--- src/rtl/upc_checkout_ctrl.sv ---
// Checkout controller: samples a UPC code on each scan rise, classifies it,
// keeps saturating item/discount/theft counters and a sticky theft alarm.
module upc_checkout_ctrl #(
    parameter int                   UPC_W      = 3,
    parameter logic [2**UPC_W-1:0]  DISC_MASK  = 8'b1000_1010,
    parameter logic [2**UPC_W-1:0]  EXP_MASK   = 8'b0010_1001,
    parameter int                   CNT_W      = 8,
    parameter int                   ALARM_HOLD = 4
) (
    input  logic             clk,
    input  logic             reset_n,
    input  logic             scan,
    input  logic [UPC_W-1:0] upc,
    input  logic             mark,
    input  logic             clear,
    output logic             discount,
    output logic             alarm,
    output logic [CNT_W-1:0] item_count,
    output logic [CNT_W-1:0] disc_count,
    output logic [CNT_W-1:0] theft_count,
    output logic [UPC_W-1:0] last_upc,
    output logic             last_valid,
    output logic             busy
);

    localparam logic [1:0] IDLE     = 2'd0;
    localparam logic [1:0] CLASSIFY = 2'd1;
    localparam logic [1:0] ALARM    = 2'd2;

    localparam int               HOLD_W    = $clog2(ALARM_HOLD + 1);
    localparam logic [HOLD_W-1:0] HOLD_INIT = HOLD_W'(ALARM_HOLD);
    localparam logic [CNT_W-1:0]  CNT_MAX   = {CNT_W{1'b1}};

    logic [1:0]        state_q, state_d;
    logic              scan_q;
    logic [UPC_W-1:0]  cap_upc_q, cap_upc_d;
    logic              cap_mark_q, cap_mark_d;
    logic              discount_q, discount_d;
    logic              alarm_q, alarm_d;
    logic [CNT_W-1:0]  item_count_q, item_count_d;
    logic [CNT_W-1:0]  disc_count_q, disc_count_d;
    logic [CNT_W-1:0]  theft_count_q, theft_count_d;
    logic [UPC_W-1:0]  last_upc_q, last_upc_d;
    logic              last_valid_q, last_valid_d;
    logic [HOLD_W-1:0] hold_q, hold_d;

    logic rise;
    logic d_bit;
    logic t_bit;

    always_comb begin
        rise  = scan & ~scan_q;
        d_bit = DISC_MASK[cap_upc_q];
        t_bit = EXP_MASK[cap_upc_q] & ~cap_mark_q;

        state_d       = state_q;
        cap_upc_d     = cap_upc_q;
        cap_mark_d    = cap_mark_q;
        discount_d    = discount_q;
        alarm_d       = alarm_q;
        item_count_d  = item_count_q;
        disc_count_d  = disc_count_q;
        theft_count_d = theft_count_q;
        last_upc_d    = last_upc_q;
        last_valid_d  = last_valid_q;
        hold_d        = hold_q;

        case (state_q)
            IDLE: begin
                if (rise) begin
                    cap_upc_d  = upc;
                    cap_mark_d = mark;
                    state_d    = CLASSIFY;
                end
            end
            CLASSIFY: begin
                last_upc_d   = cap_upc_q;
                last_valid_d = 1'b1;
                discount_d   = d_bit;
                if (item_count_q != CNT_MAX) begin
                    item_count_d = item_count_q + 1'b1;
                end
                if (d_bit && (disc_count_q != CNT_MAX)) begin
                    disc_count_d = disc_count_q + 1'b1;
                end
                if (t_bit) begin
                    if (theft_count_q != CNT_MAX) begin
                        theft_count_d = theft_count_q + 1'b1;
                    end
                    alarm_d = 1'b1;
                    hold_d  = HOLD_INIT;
                    state_d = ALARM;
                end else begin
                    state_d = IDLE;
                end
            end
            ALARM: begin
                // Clear is only honoured once the hold time has fully elapsed.
                alarm_d = 1'b1;
                if (hold_q != '0) begin
                    hold_d = hold_q - 1'b1;
                end else if (clear) begin
                    alarm_d = 1'b0;
                    state_d = IDLE;
                end
            end
            default: begin
                state_d = IDLE;
            end
        endcase
    end

    always_ff @(posedge clk or negedge reset_n) begin
        if (!reset_n) begin
            state_q       <= IDLE;
            scan_q        <= 1'b0;
            cap_upc_q     <= '0;
            cap_mark_q    <= 1'b0;
            discount_q    <= 1'b0;
            alarm_q       <= 1'b0;
            item_count_q  <= '0;
            disc_count_q  <= '0;
            theft_count_q <= '0;
            last_upc_q    <= '0;
            last_valid_q  <= 1'b0;
            hold_q        <= '0;
        end else begin
            state_q       <= state_d;
            scan_q        <= scan;
            cap_upc_q     <= cap_upc_d;
            cap_mark_q    <= cap_mark_d;
            discount_q    <= discount_d;
            alarm_q       <= alarm_d;
            item_count_q  <= item_count_d;
            disc_count_q  <= disc_count_d;
            theft_count_q <= theft_count_d;
            last_upc_q    <= last_upc_d;
            last_valid_q  <= last_valid_d;
            hold_q        <= hold_d;
        end
    end

    assign discount    = discount_q;
    assign alarm       = alarm_q;
    assign item_count  = item_count_q;
    assign disc_count  = disc_count_q;
    assign theft_count = theft_count_q;
    assign last_upc    = last_upc_q;
    assign last_valid  = last_valid_q;
    assign busy        = (state_q != IDLE);

endmodule

--- config.mk ---
export PLATFORM = sky130hd
export DESIGN_NAME = upc_checkout_ctrl
export DESIGN_NICKNAME = d
export VERILOG_FILES = /design/src/rtl/upc_checkout_ctrl.sv
export SDC_FILE = /design/constraint.sdc
export NUM_CORES = 1
export LEC_CHECK = 0
export ABC_CLOCK_PERIOD_IN_PS = 2500
export BUFFER_PORTS_ARGS = -buffer_cell sky130_fd_sc_hd__buf_4
export CORE_MARGIN = 4
export CORE_UTILIZATION = 58
export DETAILED_ROUTE_END_ITERATION = 10
export PLACE_DENSITY = 0.83
export SLEW_MARGIN = 25
export SYNTH_ARGS = -nofsm -noshare
export SYNTH_HDL_FRONTEND = slang
export SYNTH_SLANG_ARGS = --single-unit
--- constraint.sdc ---
create_clock -name clk -period 2.5 [get_ports clk]
set_input_delay 0.25 -clock clk [delete_from_list [all_inputs] [get_ports clk]]
set_output_delay 0.25 -clock clk [all_outputs]
set_load 0.01 [all_outputs]
==> flow_metrics.env <==
export IMPL_ys_top_cells_by_count="dfrtp_1 (40), mux2_2 (16), nand2_1 (13), inv_1 (12)"
export IMPL_synth_top_area_share_pct=50.9
export IMPL_dieArea_sq_um=4390
export IMPL_crit_fanout=10
export IMPL_ys_seq_area_share_pct=50.9
export IMPL_power_density_nw_per_um2=1130
export IMPL_met2_length_um=1940
export IMPL_hpwl_um=2900
export IMPL_synth_edf_count=0
export IMPL_tightest_slew_ns=0.499
export IMPL_antenna_found_initial=0
export IMPL_dr_pass1_iters=4
export IMPL_dpl_cell_count=253
export IMPL_synth_most_common_cell="dfrtp_1"
export IMPL_synth_async_reset_ratio_pct=100
export IMPL_p_comb_share_pct=46.8
export IMPL_tns_ns=0
export IMPL_swShare_pct=39.2
export IMPL_multi_input_area_sq_um=910
export IMPL_avgSynthCellArea_sq_um=11.4
export IMPL_fillers=234
export IMPL_clock_fmax_mhz=518
export IMPL_grt_pass1_vias=1494
export IMPL_ys_types=36
export IMPL_cts_root_buf="clkbuf_4"
export IMPL_maxCapViolations=0
export IMPL_peakVddDrop_uv=669
export IMPL_grt_max_degree=41
export IMPL_die_h_um=66.3
export IMPL_cts_buffer_depth=2
export IMPL_utilization_pct=75.8
export IMPL_cp_slowest_cell="dfrtp_1"
export IMPL_path_clk_slew_ns=0.11
export IMPL_grt_pass1_wl_um=6710
export IMPL_yosys_area_top_type="dfrtp_1"
export IMPL_synthCells=172
export IMPL_synth_area_leaders="dfrtp_1 (51%), mux2_2 (9.2%), ha_1 (7.0%)"
export IMPL_hold_viol=0
export IMPL_rows=20
export IMPL_io_buffers=38
export IMPL_finalClockSkew_ns=0.00942
export IMPL_vias=1425
export IMPL_power_frac_seq_pct=40.7
export IMPL_cp_start_kind="flip-flop"
export IMPL_wire_per_inst_um=14.5
export IMPL_critical_path_max_stage_delay_ns=0.38
export IMPL_io_pins=39
export IMPL_p_leak_uw=0.00113
export IMPL_netlist_area_sq_um=1970
export IMPL_ys_flop_type="dfrtp_1"
export IMPL_worstSkewPairLatency_ns=0.35
export IMPL_intPower_uw=1650
export IMPL_vias_per_cell=5.42
export IMPL_endpoint_kind="flip-flop"
export IMPL_hp_class="in -> reg"
export IMPL_finalNetCount=237
export IMPL_pwr_share_clk_pct=12.5
export IMPL_cp_arrival_ns=2.17
export IMPL_cts_tree="built"
export IMPL_globalRouteTotalUtil_pct=20.1
export IMPL_path_cells="inv_1 > ha_1 > buf_4 > a21bo_2 > a221oi_2 > nand4_1 > o221a_2"
export IMPL_dieWidth_um=66.3
export IMPL_drive_above_1_share_pct=33.8
export IMPL_p_sw_uw=1060
export IMPL_crit_required_ns=2.74
export IMPL_numCtsBuffers=5
export IMPL_cts_sinks=40
export IMPL_cts_resized=0
export IMPL_finalPower_uw=2710
export IMPL_drt_iter0_markers=88
export IMPL_syn_num_nets=191
export IMPL_drc=0
export IMPL_drt_wl_total_um=3800
export IMPL_status="completed"
export IMPL_htreeDepth=2
export IMPL_report_final_slew_viol_count=0
export IMPL_slew_headroom_pct=66.7
export IMPL_finalSetupViolCount=0
export IMPL_rsz0062_at_grt="false"
export IMPL_instances_no_fill=263
export IMPL_top_layer="met4"
export IMPL_seqCellArea_sq_um=1000
export IMPL_core_sq_um=3150
export IMPL_layout_min_cycle_time_ns=1.93
export IMPL_initial_core_util_pct=62.4
export IMPL_ys_seq_elements=40
export IMPL_wl_met3_um=155
export IMPL_cts_setup_buffers=0
export IMPL_crit_type="reg -> reg"
export IMPL_diodes=0
export IMPL_finalCritPeriodShare_pct=77.2
export IMPL_gp_congestion=0.779
export IMPL_overflow=0
export IMPL_ant_nets=0
export IMPL_yosys_warnings=0
export IMPL_syn_to_final_growth_pct=21.4
export IMPL_wirelength_met1_um=1630
## registers in the layout (all words and copies together), names as in the netlist
| name | cells |
|---|---|
| cap_upc_q | 3 |
| theft_count | 8 |
| last_valid | 1 |
| item_count | 8 |
| hold_q | 3 |
| alarm | 1 |
| cap_mark_q | 1 |
| state_q | 2 |
| last_upc | 3 |
| scan_q | 1 |
| discount | 1 |
| disc_count | 8 |
## logic make-up (layout without fill, tap and decap cells)
kind of cell               Yosys count  count (layout)  share of synthesized area [%]
muxes                               19              19                           10.7
AOI/OAI and AO/OA                   18              18                           7.25
xor gates and xnor gates            16              16                           7.12
adders and majority gates           11              11                           6.99
DFF                                 40              40                           50.9
and+or+nand+nor                     53              53                           14.2
buffers and inverters               15              62                           2.92
## critical path, delay by kind of cell, from the launching register on
kind,cells,cell delay [ns]
AND/OR/NAND/NOR,1,0.16
flip-flops,1,0.38
AO/OA/AOI/OAI,3,0.71
adder cells (fa/ha/maj),1,0.27
buffers and inverters,2,0.30
## layout by cell type, fill, tap and decap left out, types with 2 or more instances in the layout
cell           count
clkbuf_4           5
inv_1             12
mux2i_1            3
buf_4             39
nand2_1           13
nor3_1             3
or2_2              3
nor2_1             8
ha_1              11
clkinv_2           2
xor2_1             7
xnor2_1            9
dfrtp_1           40
dlygate4sd3_1      2
and3_1             2
a21oi_1            4
nand2b_1           2
nand4_1            4
o21ai_0            5
nand3_1           11
mux2_2            16
## final timing paths
kind                                   startpoint                         end  slack, ns  cells past startpoint
max                        state_q[1]$_DFFE_PN0P_       hold_q[2]$_DFFE_PN0P_       0.57                      7
min                                         clear           alarm$_DFFE_PN0P_       0.13                      2
max reg2reg                state_q[1]$_DFFE_PN0P_       hold_q[2]$_DFFE_PN0P_       0.57                      7
min reg2reg                last_valid$_DFFE_PN0P_      last_valid$_DFFE_PN0P_       0.49                      1
max in group asynchronous                 reset_n   disc_count[4]$_DFFE_PN0P_       1.74                      2
min in group asynchronous                 reset_n  theft_count[1]$_DFFE_PN0P_       0.40                      2
## power by group through the flow
stage	sequential, uW	clock, uW	combinational, uW
floorplan	1140	0	764
CTS	1100	352	1280
global placement	1100	0	1210
global route	1140	387	1420
detailed placement	1110	0	1270
finish	1100	339	1270
## layout make-up
cell class	count	area share [%]
flip-flops and latches	40	41.9
multi-input cells	117	38.1
repair buffers	41	13.1
well taps	44	2.30
clock buffers	6	2.15
inverters	13	2.04
clock inverters	2	0.419
## per-layer routing
layer / global-route usage (%) / vias to the layer above
li1: - / 687
met1: 23.7 / 698
met2: 35.4 / 30
met3: 4.42 / 10
met4: 7.61 / 0
met5: 0 / -
## stage by stage
step | cell area, sq um | hold WS (ns) | setup slack (ns)
after CTS | 2380 | 0.00525 | 0.569
final | 2390 | 0.130 | 0.569
after floorplan | 1970 | -0.0456 | 0.867
after global routing | 2390 | 0.114 | 0.435
after global placement | 2310 | 0.246 | 0.733
after detailed placement | 2310 | 0.254 | 0.598
## what timing repair did
action | in CTS | in global routing
setup endpoints to repair | 0 | 0
hold endpoints to repair | 40 | 1
hold buffers | 1 | 1
(Power assumes the default switching activity.)
